$ cat config.mk
export PLATFORM = sky130hd
export DESIGN_NAME = fetch_unit
export DESIGN_NICKNAME = d
export VERILOG_FILES = /design/src/rtl/fetch_unit.sv
export SDC_FILE = /design/constraint.sdc
export NUM_CORES = 1
export LEC_CHECK = 0
export ABC_CLOCK_PERIOD_IN_PS = 9300
export CAP_MARGIN = 20
export CORE_MARGIN = 1
export CORE_UTILIZATION = 53
export DETAILED_ROUTE_END_ITERATION = 12
export PLACE_DENSITY_LB_ADDON = 0.3
export SETUP_SLACK_MARGIN = 0.02
export SYNTH_ARGS = -nofsm -noshare
export SYNTH_HDL_FRONTEND = slang
export SYNTH_SLANG_ARGS = --single-unit
$ cat constraint.sdc
create_clock -name clk -period 9.3 [get_ports clk]
set_clock_uncertainty 0.2 [all_clocks]
set_input_delay 2.79 -clock clk [delete_from_list [all_inputs] [get_ports clk]]
set_output_delay 2.79 -clock clk [all_outputs]
set_load 0.03 [all_outputs]
$ cat src/rtl/fetch_unit.sv
// Instruction fetch stage: PC register, one-word-per-cycle requests to a 1-cycle
// synchronous instruction memory, 2-entry buffer feeding decode, branch redirect.
module fetch_unit #(
    parameter logic [31:0] RESET_PC = 32'h0000_0000
) (
    input  logic        clk,
    input  logic        rst,
    output logic        imem_req,
    output logic [31:0] imem_addr,
    input  logic [31:0] imem_rdata,
    input  logic        redirect,
    input  logic [31:0] redirect_pc,
    output logic        instr_valid,
    input  logic        instr_ready,
    output logic [31:0] instr,
    output logic [31:0] instr_pc,
    output logic [5:0]  opcode
);

    typedef struct packed {
        logic [31:0] word;
        logic [31:0] pc;
    } FetchEntry;

    logic [31:0] pc;
    logic [31:0] inflightPc;
    logic        inflight;
    logic [1:0]  count;
    logic        rdPtr;
    logic        wrPtr;
    FetchEntry   fifo [2];

    logic        deq;
    logic        enq;
    logic [2:0]  occupancy;

    // NOTE: every signal in this block gets its value on every path, so no latch is inferred.
    always_comb begin
        deq       = instr_valid & instr_ready & ~redirect;
        enq       = inflight & ~redirect;
        // Slots committed after this cycle: anything issued now will need one.
        occupancy = {1'b0, count} + {2'b00, inflight} - {2'b00, deq};
        imem_req  = ~rst & (redirect | (occupancy < 3'd2));
        imem_addr = redirect ? {redirect_pc[31:2], 2'b00} : pc;
    end

    assign instr_valid = (count != 2'd0);
    assign instr       = fifo[rdPtr].word;
    assign instr_pc    = fifo[rdPtr].pc;
    assign opcode      = instr[31:26];

    // NOTE: state uses non-blocking assignments so every register samples pre-edge values.
    always_ff @(posedge clk or posedge rst) begin
        if (rst) begin
            pc         <= RESET_PC;
            inflight   <= 1'b0;
            inflightPc <= '0;
            count      <= '0;
            rdPtr      <= 1'b0;
            wrPtr      <= 1'b0;
            // NOTE: the two buffer entries are reset so the head outputs read zero out of reset.
            fifo[0]    <= '0;
            fifo[1]    <= '0;
        end else begin
            inflight <= imem_req;
            if (imem_req) begin
                pc         <= imem_addr + 32'd4;
                inflightPc <= imem_addr;
            end

            if (redirect) begin
                // Buffered words and the response landing this cycle are squashed.
                count <= '0;
                rdPtr <= 1'b0;
                wrPtr <= 1'b0;
            end else begin
                if (enq) begin
                    fifo[wrPtr] <= '{word: imem_rdata, pc: inflightPc};
                    wrPtr       <= ~wrPtr;
                end
                if (deq) begin
                    rdPtr <= ~rdPtr;
                end
                count <= count + {1'b0, enq} - {1'b0, deq};
            end
        end
    end

endmodule

# [Word-level counts from Yosys, hierarchy flattened]
# Index checks and enable logic that the tools add are counted.
[word_totals] in_bits=68 regBits=197
[op_classes] n_reduce_logical=5 n_mux=12 bitwise=11 n_lt_le_gt_ge=4 n_addsub=5
[ops] operator="$mux 64" count=4
[ops] operator="$bwmux 128" count=1
[ops] operator="$demux 64 s1" count=1
[ops] operator="$add 32x3->32 const B" count=1
[ops] operator="$mux 32" count=1
[ops] operator="$reduce_bool 2->1" count=3
[ops] operator="$and 1x1->1" count=4
[ops] operator="$ge 2x2->1 const B" count=2
[ops] operator="$mux 1" count=4
[ops] operator="$not 1->1" count=4
[ops] operator="$not 1->2" count=2
[ops] operator="$add 2x1->3" count=1
[ops] operator="$lt 3x2->1 const B" count=1
[ops] operator="$sub 3x1->3" count=1
[ops] operator="$add 2x1->2" count=1
[ops] operator="$lt 2x1->1 const B" count=1
[ops] operator="$mux 2" count=1
[ops] operator="$reduce_and 2->1" count=1
[ops] operator="$sub 2x1->2" count=1
[ops] operator="$logic_and 1x1->1" count=1
[ops] operator="$or 1x1->1" count=1

# [Depth between registers and ports, before layout]
# Gate-level depths: netlist (run 1).
[depth] depth_word=7 ltp_mapped=14

# [Worst setup path before layout (run 1)]
# No wires, ideal clock.
[synth_path] path_kind="input to output" from="input port redirect" to="output port imem_req" path_slack_ns=1.185 path_stages=10 arrival_ns=5.125 path_cell_list="buf_6 buf_6 buf_2 clkbuf_1 nor4bb_1 o21ai_0 fa_1 inv_1 o31a_1 clkinv_1"
[synth_between] elab_chain_len=6
[synth_lines] item="start: declaration" line="11" text="input logic redirect,"
[synth_lines] item="$not 1->1 (no source line)"
[synth_lines] item="$and 1x1->1" line="39" text="deq = instr_valid & instr_ready & ~redirect;"
[synth_lines] item="$sub 3x1->3" line="42" text="occupancy = {1'b0, count} + {2'b00, inflight} - {2'b00, deq};"
[synth_lines] item="$lt 3x2->1" line="43" text="imem_req = ~rst & (redirect | (occupancy < 3'd2));"
[synth_lines] item="$or 1x1->1 (*)" line="43"
[synth_lines] item="$and 1x1->1 (*)" line="43"
[synth_lines] item="end: declaration" line="8" text="output logic imem_req,"
# Every way passes the cells marked *; elsewhere a longest branch is shown, timed or not.

# [Worst setup path in the final report (run 1)]
[layout_path] from="input port instr_ready" to="output port imem_req"
[layout_between] elab_chain_len=6
[layout_lines] item="start: declaration" line="14" text="input logic instr_ready,"
[layout_lines] item="$and 1x1->1 (2 in series)" line="39"
[layout_lines] item="$sub 3x1->3" line="42"
[layout_lines] item="$lt 3x2->1" line="43"
[layout_lines] item="$or 1x1->1" line="43"
[layout_lines] item="$and 1x1->1" line="43"
# Every way passes these cells.

==> Implementation_results.wiki, run 1 <==
{| class="wikitable"
! Metric !! Value
|-
| Effective utilization at floorplan || 54.2%
|-
| Buffers inserted by post-CTS timing repair || 0
|-
| Area grow syn2layout || 25.9%
|-
| Std cell rows || 48
|-
| Class of the most critical setup path || in -> out
|-
| WP data required || 6.31 ns
|-
| Count of port buffers added during placement || 169
|-
| Gate Count Post-Synth || 771
|-
| Buffer levels on the longest clock path || 2
|-
| Number of unique standard cell types used by synthesis || 49
|-
| Flop pwr share || 35.2%
|-
| Count of antenna diodes in the layout || 0
|-
| Critical path fanouts, max || 4
|-
| Post-Syn Area per Cell || 12.1 sq um
|-
| Highest attainable clock frequency || 0.115 GHz
|-
| Deepest level of the CTS H-tree || 4
|-
| Nets || 994
|-
| Element type at the critical path start || primary input
|-
| Internal power consumption || 0.00263 W
|-
| First-pass detailed-route iteration total || 4
|-
| Launching element of the worst setup path || instr_ready
|-
| Post-Route WL || 19,600 um
|-
| Antenna-violating nets left || 0
|-
| Maximum VDD drop || 200 uV
|-
| Combinational share of power || 48.0%
|-
| Number of buffers created by CTS || 17
|-
| Global route total overflow || 0
|-
| Main flop type after synthesis || sky130_fd_sc_hd__dfrtp_1
|-
| Die H || 135 um
|-
| Setup repair after global routing missed its margin || no
|-
| Pleak || 5.11 nW
|-
| Largest net degree at the start of global routing || 120
|-
| Fraction of power spent switching nets || 38.4%
|-
| Clock tree from TritonCTS || yes
|-
| Wire per inst || 16.9 um
|-
| Post-Route Hold Slack || 0.280 ns
|-
| Critical R2R Launch || count[1]
|-
| Master cell of the clock root buffer || sky130_fd_sc_hd__clkbuf_16
|-
| Async SR Flop Fraction || 100%
|-
| Net switching component of the power || 0.00164 W
|-
| Summed negative setup slack over all endpoints || 0 ns
|-
| Element type at the critical path end || output pin
|-
| Final cycle utilization of the critical path || 93.4%
|-
| Cell taking the most area after synthesis || sky130_fd_sc_hd__dfrtp_1
|-
| Global Route Usage Sum || 22.5%
|-
| Worst r2r path cells || 9
|-
| Max cap viols || 0
|-
| Initial drt markers || 241
|-
| Clk pwr share || 16.8%
|-
| Data arrival, critical path || 5.69 ns
|-
| Placeable Area || 17,200 sq um
|-
| Die Area || 18,200 sq um
|-
| Worst-path clk slew || 0.06 ns
|-
| Run status || completed
|-
| Count of state elements after synthesis || 195
|-
| Longest individual stage delay on the worst path || 0.68 ns
|-
| Total power draw || 0.00427 W
|-
| TritonCTS Sinks || 195
|-
| Setup crit end || imem_req
|-
| Max Transition Viols Final || 0
|-
| Total vias in the final route || 6,330
|-
| DRC viols || 0
|-
| Worst max-slew margin expressed relative to the limit || 32.3%
|-
| Pwr/cell area || 363 nW/um^2
|-
| Hold-fix buffers at CTS || 0
|-
| Transition time of the tightest slew-check pin || 1.02 ns
|-
| Die span in x || 135 um
|-
| First-pass GRT wire length || 31,900 um
|-
| Mapped Area || 9340 sq um
|-
| Launch point of the worst hold path || fifo[25]
|-
| Synth Net Count || 842
|-
| Post-layout minimum cycle time || 8.68 ns
|-
| Number of antenna violations at the first check in global routing || 1
|-
| Total of endpoints with negative setup slack in the final report || 0
|-
| Hold Violations, Final || 0
|-
| Global placement routability congestion || 0.872
|-
| Average via count per standard cell || 5.45
|-
| Number of gates given a new drive strength after cts || 0
|-
| Worst-case register-to-register setup slack || 5.69 ns
|-
| Yosys top cell area share || 52.3%
|-
| Worst r2r dst || pc[29]
|-
| Most frequent CP cell || sky130_fd_sc_hd__clkdlybuf4s50_1
|-
| Utilization of the core after routing || 68.2%
|-
| DP Wirelength || 13,300 um
|-
| Fraction of the yosys area taken by sequential cells || 52.3%
|-
| Number of global-route vias before repair || 6,194
|-
| Clock latency of the later-clocked register in the worst-skew pair || 0.42 ns
|-
| Cell Chain, Critical Path || clkdlybuf4s50_1 > nor4bb_1 > o21ai_0 > fa_1 > inv_1 > o31a_2 > clkinv_1 > clkdlybuf4s50_1
|-
| Count of flip-flops with a built-in enable after synthesis || 0
|-
| Number of top-level pins || 172
|-
| Slowest stage cell, crit path || sky130_fd_sc_hd__clkdlybuf4s50_1
|-
| Fraction of final layout cells with drive strength greater than 1 || 27.0%
|-
| Worst hold-check path type || reg -> reg
|-
| Ys Warns || 0
|-
| Dominant cells by area after synthesis || sky130_fd_sc_hd__dfrtp_1, sky130_fd_sc_hd__mux2_2, sky130_fd_sc_hd__nand2_1
|}
[area by class of cell]
cell class,count,area [sq um]
inverter,31,124
clock inverter,9,95.1
timing repair buffer,180,1770
multi-input combinational,498,4120
sequential,195,4880
fill,1310,5480
tap,225,282
clock buffer,23,488
[per-layer routing]
metal	wire length [um]	global-route usage, %	part of all wire [%]	up-vias
met5	13	0	0.066	-
met3	1040	4.95	5.3	14
met4	145	4.93	0.74	2
li1	-	-	-	3020
met1	9350	32.2	48	3133
met2	9080	35.2	46	161
[registers in the layout, summed over array words and instances (netlist names)]
| signal | count |
|---|---|
| rdPtr | 1 |
| pc | 32 |
| inflightPc | 30 |
| fifo | 128 |
| count | 2 |
| inflight | 1 |
| wrPtr | 1 |
[logic make-up (layout without fill, tap and decap cells)]
family | after synthesis | in the layout | synth area share [%]
mux | 221 | 221 | 26.3
fa+ha+maj | 3 | 3 | 0.482
compound gates | 88 | 88 | 6.02
flops | 195 | 195 | 52.3
buf+inv | 78 | 243 | 3.85
simple gates | 164 | 164 | 9.04
xor+xnor | 22 | 22 | 2.06
[power groups by stage]
stage               logic [W]  registers (W)  clock network, W
finish                0.00205        0.00150          0.000716
global route          0.00219        0.00156          0.000767
CTS                   0.00207        0.00151          0.000733
detailed placement    0.00206        0.00152                 0
global placement      0.00203        0.00150                 0
floorplan             0.00147        0.00142                 0
[critical path, delay by kind of cell]
| family | cells | cell delay (ns) |
|---|---|---|
| compound gates | 2 | 0.55 |
| simple gates | 1 | 0.48 |
| buf+inv | 4 | 1.34 |
| fa+ha+maj | 1 | 0.51 |
[through the flow]
step                cell area, sq um  setup slack [ns]  cells
global route                   11800             0.436   1161
CTS                            11800             0.604   1161
finish                         11800             0.616   1161
floorplan                       9340             0.998    771
detailed placement             11200             0.637   1129
global placement               11200             0.695   1129
[layout by cell type, fill, tap and decap left out, drive strengths merged, types with 7 or more instances in the layout]
| master | synthesis | layout |
|---|---|---|
| a21oi | 7 | 7 |
| a22oi | 7 | 7 |
| buf | 24 | 12 |
| clkbuf | 23 | 23 |
| clkdlybuf4s50 | 0 | 168 |
| dfrtp | 195 | 195 |
| inv | 30 | 32 |
| mux2 | 195 | 195 |
| mux2i | 26 | 26 |
| nand2 | 79 | 79 |
| nand3 | 24 | 24 |
| nand4 | 14 | 14 |
| nor2 | 11 | 11 |
| o21ai | 49 | 49 |
| o31ai | 7 | 7 |
| xnor2 | 17 | 17 |
[how the worst min path moves through the flow]
stage / endpoint / slack [ns] / cells past startpoint
after CTS: pc[20] / 0.28 / 2
after global routing: fifo[35] / 0.31 / 1
final: fifo[25] / 0.28 / 2
after detailed placement: pc[20] / 0.27 / 2
after global placement: fifo[25] / 0.26 / 2
after floorplan: fifo[25] / 0.24 / 2
[cell usage after synthesis (4+ instances only)]
cell type,number
sky130_fd_sc_hd__a21o_1,4
sky130_fd_sc_hd__a21oi_1,5
sky130_fd_sc_hd__a22oi_1,7
sky130_fd_sc_hd__buf_2,14
sky130_fd_sc_hd__buf_4,7
sky130_fd_sc_hd__clkbuf_1,23
sky130_fd_sc_hd__dfrtp_1,195
sky130_fd_sc_hd__inv_1,30
sky130_fd_sc_hd__mux2_2,195
sky130_fd_sc_hd__mux2i_1,26
sky130_fd_sc_hd__nand2_1,79
sky130_fd_sc_hd__nand3_1,23
sky130_fd_sc_hd__nand3b_1,5
sky130_fd_sc_hd__nand4_1,11
sky130_fd_sc_hd__nand4b_1,5
sky130_fd_sc_hd__nor2_1,11
sky130_fd_sc_hd__nor3_1,6
sky130_fd_sc_hd__o21ai_0,49
sky130_fd_sc_hd__o31a_1,4
sky130_fd_sc_hd__o31ai_1,7
sky130_fd_sc_hd__xnor2_1,17
sky130_fd_sc_hd__xor2_1,5
No activity file was read; power rests on OpenSTA's default activity.
==> run 2: changes to the inputs <==
--- a/config.mk
+++ b/config.mk
@@ -5,6 +5,7 @@
 export SDC_FILE = /design/constraint.sdc
 export NUM_CORES = 1
 export LEC_CHECK = 0
+export ABC_AREA = 1
 export ABC_CLOCK_PERIOD_IN_PS = 9300
 export CAP_MARGIN = 20
 export CORE_MARGIN = 1
==> Implementation_results.wiki, run 2 <==
{| class="wikitable"
! Metric !! Value
|-
| Main flop type after synthesis || sky130_fd_sc_hd__dfrtp_1 (unchanged)
|-
| Number of buffers created by CTS || 17 (unchanged)
|-
| Cell taking the most area after synthesis || sky130_fd_sc_hd__dfrtp_1 (unchanged)
|-
| Top cell family by delay on the critical path || simple AND/OR/NAND/NOR gates (was buffers and inverters)
|-
| Die H || 134 um (was 135 um)
|-
| Class of the most critical setup path || in -> out (unchanged)
|-
| Number of unique standard cell types used by synthesis || 29 (was 49)
|-
| Pwr/cell area || 344 nW/um^2 (was 363 nW/um^2)
|-
| Buffers inserted by post-CTS timing repair || 0 (unchanged)
|-
| DP Cell Count || 1,541 (was 1,129)
|-
| Initial drt markers || 549 (was 241)
|-
| Worst setup slack after placement || 1.19 ns (was 0.637 ns)
|-
| Async SR Flop Fraction || 100% (unchanged)
|-
| Commonest non-fill, non-tap cell in the layout || sky130_fd_sc_hd__nand2_1 (was sky130_fd_sc_hd__mux2_2)
|-
| Post-Syn Area per Cell || 7.65 sq um (was 12.1 sq um)
|-
| Largest net degree at the start of global routing || 129 (was 120)
|-
| Number of antenna violations at the first check in global routing || 0 (was 1)
|-
| Dominant cells by area after synthesis || sky130_fd_sc_hd__dfrtp_1, sky130_fd_sc_hd__nand2_1, sky130_fd_sc_hd__o21ai_0 (was sky130_fd_sc_hd__dfrtp_1, sky130_fd_sc_hd__mux2_2, sky130_fd_sc_hd__nand2_1)
|-
| Global route total overflow || 0 (unchanged)
|-
| Maximum VDD drop || 182 uV (was 200 uV)
|-
| DP Wirelength || 14,600 um (was 13,300 um)
|-
| Placeable Area || 16,800 sq um (was 17,200 sq um)
|-
| Transition time of the tightest slew-check pin || 0.856 ns (was 1.02 ns)
|-
| Fraction of power spent switching nets || 41.8% (was 38.4%)
|-
| Total vias in the final route || 8,097 (was 6,330)
|-
| Mapped Area || 9260 sq um (was 9340 sq um)
|-
| Post-Route Hold Slack || 0.284 ns (was 0.280 ns)
|-
| Pleak || 5.68 nW (was 5.11 nW)
|-
| Internal power consumption || 0.00233 W (was 0.00263 W)
|-
| Max Transition Viols Final || 0 (unchanged)
|-
| Ys Warns || 0 (unchanged)
|-
| Number of top-level pins || 172 (unchanged)
|-
| Master cell of the clock root buffer || sky130_fd_sc_hd__clkbuf_16 (unchanged)
|-
| Average via count per standard cell || 5.15 (was 5.45)
|-
| Fin worst setup slack || 1.16 ns (was 0.616 ns)
|-
| Setup repair after global routing missed its margin || no (unchanged)
|-
| Fraction of final layout cells with drive strength greater than 1 || 5.84% (was 27.0%)
|-
| First-pass detailed-route iteration total || 7 (was 4)
|-
| Yosys top cell area share || 52.7% (was 52.3%)
|-
| First-pass GRT wire length || 36,700 um (was 31,900 um)
|-
| Area of the multi-input gates || 3740 sq um (was 4120 sq um)
|-
| Count of antenna diodes in the layout || 0 (unchanged)
|-
| Most used standard cells in the synthesized netlist || sky130_fd_sc_hd__nand2_1, sky130_fd_sc_hd__dfrtp_1, sky130_fd_sc_hd__o21ai_0 (was sky130_fd_sc_hd__dfrtp_1, sky130_fd_sc_hd__mux2_2, sky130_fd_sc_hd__nand2_1)
|-
| Clock latency of the later-clocked register in the worst-skew pair || 0.43 ns (was 0.42 ns)
|-
| Slowest stage cell, crit path || sky130_fd_sc_hd__clkdlybuf4s50_1 (unchanged)
|-
| Clk pwr share || 18.1% (was 16.8%)
|-
| Area taken by flip-flops and latches || 4880 sq um (unchanged)
|-
| Most frequent CP cell || sky130_fd_sc_hd__nand3_1 (was sky130_fd_sc_hd__clkdlybuf4s50_1)
|-
| Synth Net Count || 1,282 (was 842)
|-
| Effective utilization at floorplan || 55.1% (was 54.2%)
|-
| Std cell rows || 47 (was 48)
|-
| Die Area || 18,000 sq um (was 18,200 sq um)
|-
| Final cycle utilization of the critical path || 87.6% (was 93.4%)
|-
| Data arrival, critical path || 5.15 ns (was 5.69 ns)
|-
| Count of flip-flops with a built-in enable after synthesis || 0 (unchanged)
|-
| Most numerous cell in the Yosys netlist || sky130_fd_sc_hd__nand2_1
|-
| Final cell area excluding filler cells || 11,600 sq um (was 11,800 sq um)
|-
| Number of global-route vias before repair || 7,525 (was 6,194)
|-
| Largest reg by FF count || fifo (unchanged)
|-
| Area grow syn2layout || 25.8% (was 25.9%)
|-
| Number of fill cells in the layout || 1,365 (was 1,310)
|-
| Regs by FF count || fifo: 128 flops, pc: 32 flops, inflightPc: 30 flops (unchanged)
|-
| Global placement routability congestion || 0.902 (was 0.872)
|-
| Flip-flop count of the largest register, all copies and words added || 128 (unchanged)
|-
| Gate Count Post-Synth || 1,211 (was 771)
|-
| Element type at the critical path start || primary input (unchanged)
|-
| Global Route Usage Sum || 25.7% (was 22.5%)
|-
| Final standard cell count with taps included and fillers excluded || 1,572 (was 1,161)
|-
| Worst-path clk slew || 0.06 ns (about the same)
|-
| Count of port buffers added during placement || 169 (unchanged)
|-
| Clock tree from TritonCTS || yes (unchanged)
|-
| Critical R2R Launch || count[1] (unchanged)
|-
| Placed cell area || 11,000 sq um (was 11,200 sq um)
|-
| Element type at the critical path end || output pin (unchanged)
|-
| Launch point of the worst hold path || fifo[1] (was fifo[25])
|-
| Worst max-slew margin expressed relative to the limit || 42.9% (was 32.3%)
|-
| Nets || 1,413 (was 994)
|-
| Combinational share of power || 46.7% (was 48.0%)
|-
| Highest attainable clock frequency || 0.123 GHz (was 0.115 GHz)
|-
| Launching element of the worst setup path || redirect (was instr_ready)
|-
| Hold Violations, Final || 0 (unchanged)
|-
| Post-Route WL || 22,000 um (was 19,600 um)
|-
| Cell Chain, Critical Path || clkdlybuf4s50_1 > nor2_1 > nand2_1 > nand3_1 > fa_1 > xnor2_1 > nand3_1 > nand2_2 > buf_4 (was clkdlybuf4s50_1 > nor4bb_1 > o21ai_0 > fa_1 > inv_1 > o31a_2 > clkinv_1 > clkdlybuf4s50_1)
|-
| Worst-case register-to-register setup slack || 5.40 ns (was 5.69 ns)
|-
| WP data required || 6.31 ns (about the same)
|-
| Fraction of the yosys area taken by sequential cells || 52.7% (was 52.3%)
|-
| Run status || completed (unchanged)
|-
| Total buffers and inverters traversed by the critical path || 2 (was 4)
|-
| Flop pwr share || 35.2% (about the same)
|-
| Longest individual stage delay on the worst path || 0.64 ns (was 0.68 ns)
|-
| Hold-fix buffers at CTS || 0 (unchanged)
|-
| TritonCTS Sinks || 195 (unchanged)
|-
| DRC viols || 0 (unchanged)
|-
| Die span in x || 134 um (was 135 um)
|-
| Post-layout minimum cycle time || 8.14 ns (was 8.68 ns)
|-
| Deepest level of the CTS H-tree || 4 (unchanged)
|-
| Critical path fanouts, max || 12 (was 4)
|-
| Net switching component of the power || 0.00167 W (was 0.00164 W)
|-
| Antenna-violating nets left || 0 (unchanged)
|-
| Worst hold-check path type || reg -> reg (unchanged)
|-
| Leading cell types in the layout, fill and taps excluded || sky130_fd_sc_hd__nand2_1, sky130_fd_sc_hd__dfrtp_1, sky130_fd_sc_hd__clkdlybuf4s50_1 (was sky130_fd_sc_hd__mux2_2, sky130_fd_sc_hd__dfrtp_1, sky130_fd_sc_hd__clkdlybuf4s50_1)
|-
| Buffer levels on the longest clock path || 2 (unchanged)
|-
| Total of endpoints with negative setup slack in the final report || 0 (unchanged)
|-
| Count of state elements after synthesis || 195 (unchanged)
|-
| Wire per inst || 14.0 um (was 16.9 um)
|-
| Max cap viols || 0 (unchanged)
|-
| Total power draw || 0.00400 W (was 0.00427 W)
|-
| Number of gates given a new drive strength after cts || 0 (unchanged)
|}
==> run 2: cell types whose count changed after synthesis, moves of 8 or more <==
cell / delta
sky130_fd_sc_hd__a21oi_1: +34
sky130_fd_sc_hd__buf_2: -11
sky130_fd_sc_hd__clkbuf_1: +24
sky130_fd_sc_hd__inv_1: +58
sky130_fd_sc_hd__mux2_2: -195
sky130_fd_sc_hd__mux2i_1: -26
sky130_fd_sc_hd__nand2_1: +447
sky130_fd_sc_hd__nand2_2: +14
sky130_fd_sc_hd__nand3_1: +21
sky130_fd_sc_hd__nand4_1: -11
sky130_fd_sc_hd__nor2_1: +35
sky130_fd_sc_hd__nor2_2: +8
sky130_fd_sc_hd__o21ai_0: +97
sky130_fd_sc_hd__xnor2_1: -14
==> run 2: worst min-delay path, delay by kind of cell (launching register included) <==
kind	cells	cell delay [ns]
AOI/OAI and AO/OA	1	0.06
and+or+nand+nor	1	0.05
DFF	1	0.34
==> run 2: layout make-up <==
class / instances / area share, %
well taps: 220 / 2.36
clock inverters: 7 / 0.848
repair buffers: 180 / 15.7
multi-input cells: 856 / 32.1
clock buffers: 22 / 4.16
inverters: 92 / 3.00
flip-flops and latches: 195 / 41.9
==> run 2: power groups by stage <==
stage                     Combinational (W)  Sequential [W]  Clock [W]
after CTS                           0.00187         0.00141   0.000743
after floorplan                     0.00126         0.00137          0
final                               0.00187         0.00141   0.000726
after global routing                0.00205         0.00145   0.000781
after global placement              0.00181         0.00140          0
after detailed placement            0.00185         0.00142          0
==> run 2: layer usage <==
metal,part of all wire [%],wire (um),track usage [%]
met1,46,10000,36.1
met2,46,10200,39.7
met3,5.6,1240,3.93
met4,2.6,579,11.2
met5,0,0,0
==> run 2: per-stage QoR <==
step	TNS, ns	utilization [%]
2_1_floorplan	-0.373	-
3_3_place_gp	0	65.4
3_5_place_dp	0	65.5
4_1_cts	0	69.0
5_1_grt	0	69.3
6_report	0	69.3
==> run 2: kinds of logic (layout without fill, tap and decap cells) <==
group                      after synthesis  in the layout  share of synthesized area [%]
AOI/OAI and AO/OA                      200            200                           11.1
xor gates and xnor gates                 5              5                          0.473
adders and majority gates                3              3                          0.486
buffers and inverters                  160            301                           7.17
DFF                                    195            195                           52.7
and+or+nand+nor                        648            648                           28.1
==> run 2: final timing paths <==
check | end | cells after the start
worst max-delay path | imem_req | 9
worst min-delay path | fifo[1] | 2
worst max register to register | pc[16] | 15
worst min register to register | fifo[1] | 2
max in group asynchronous | fifo[30] | 4
min in group asynchronous | fifo[75] | 3
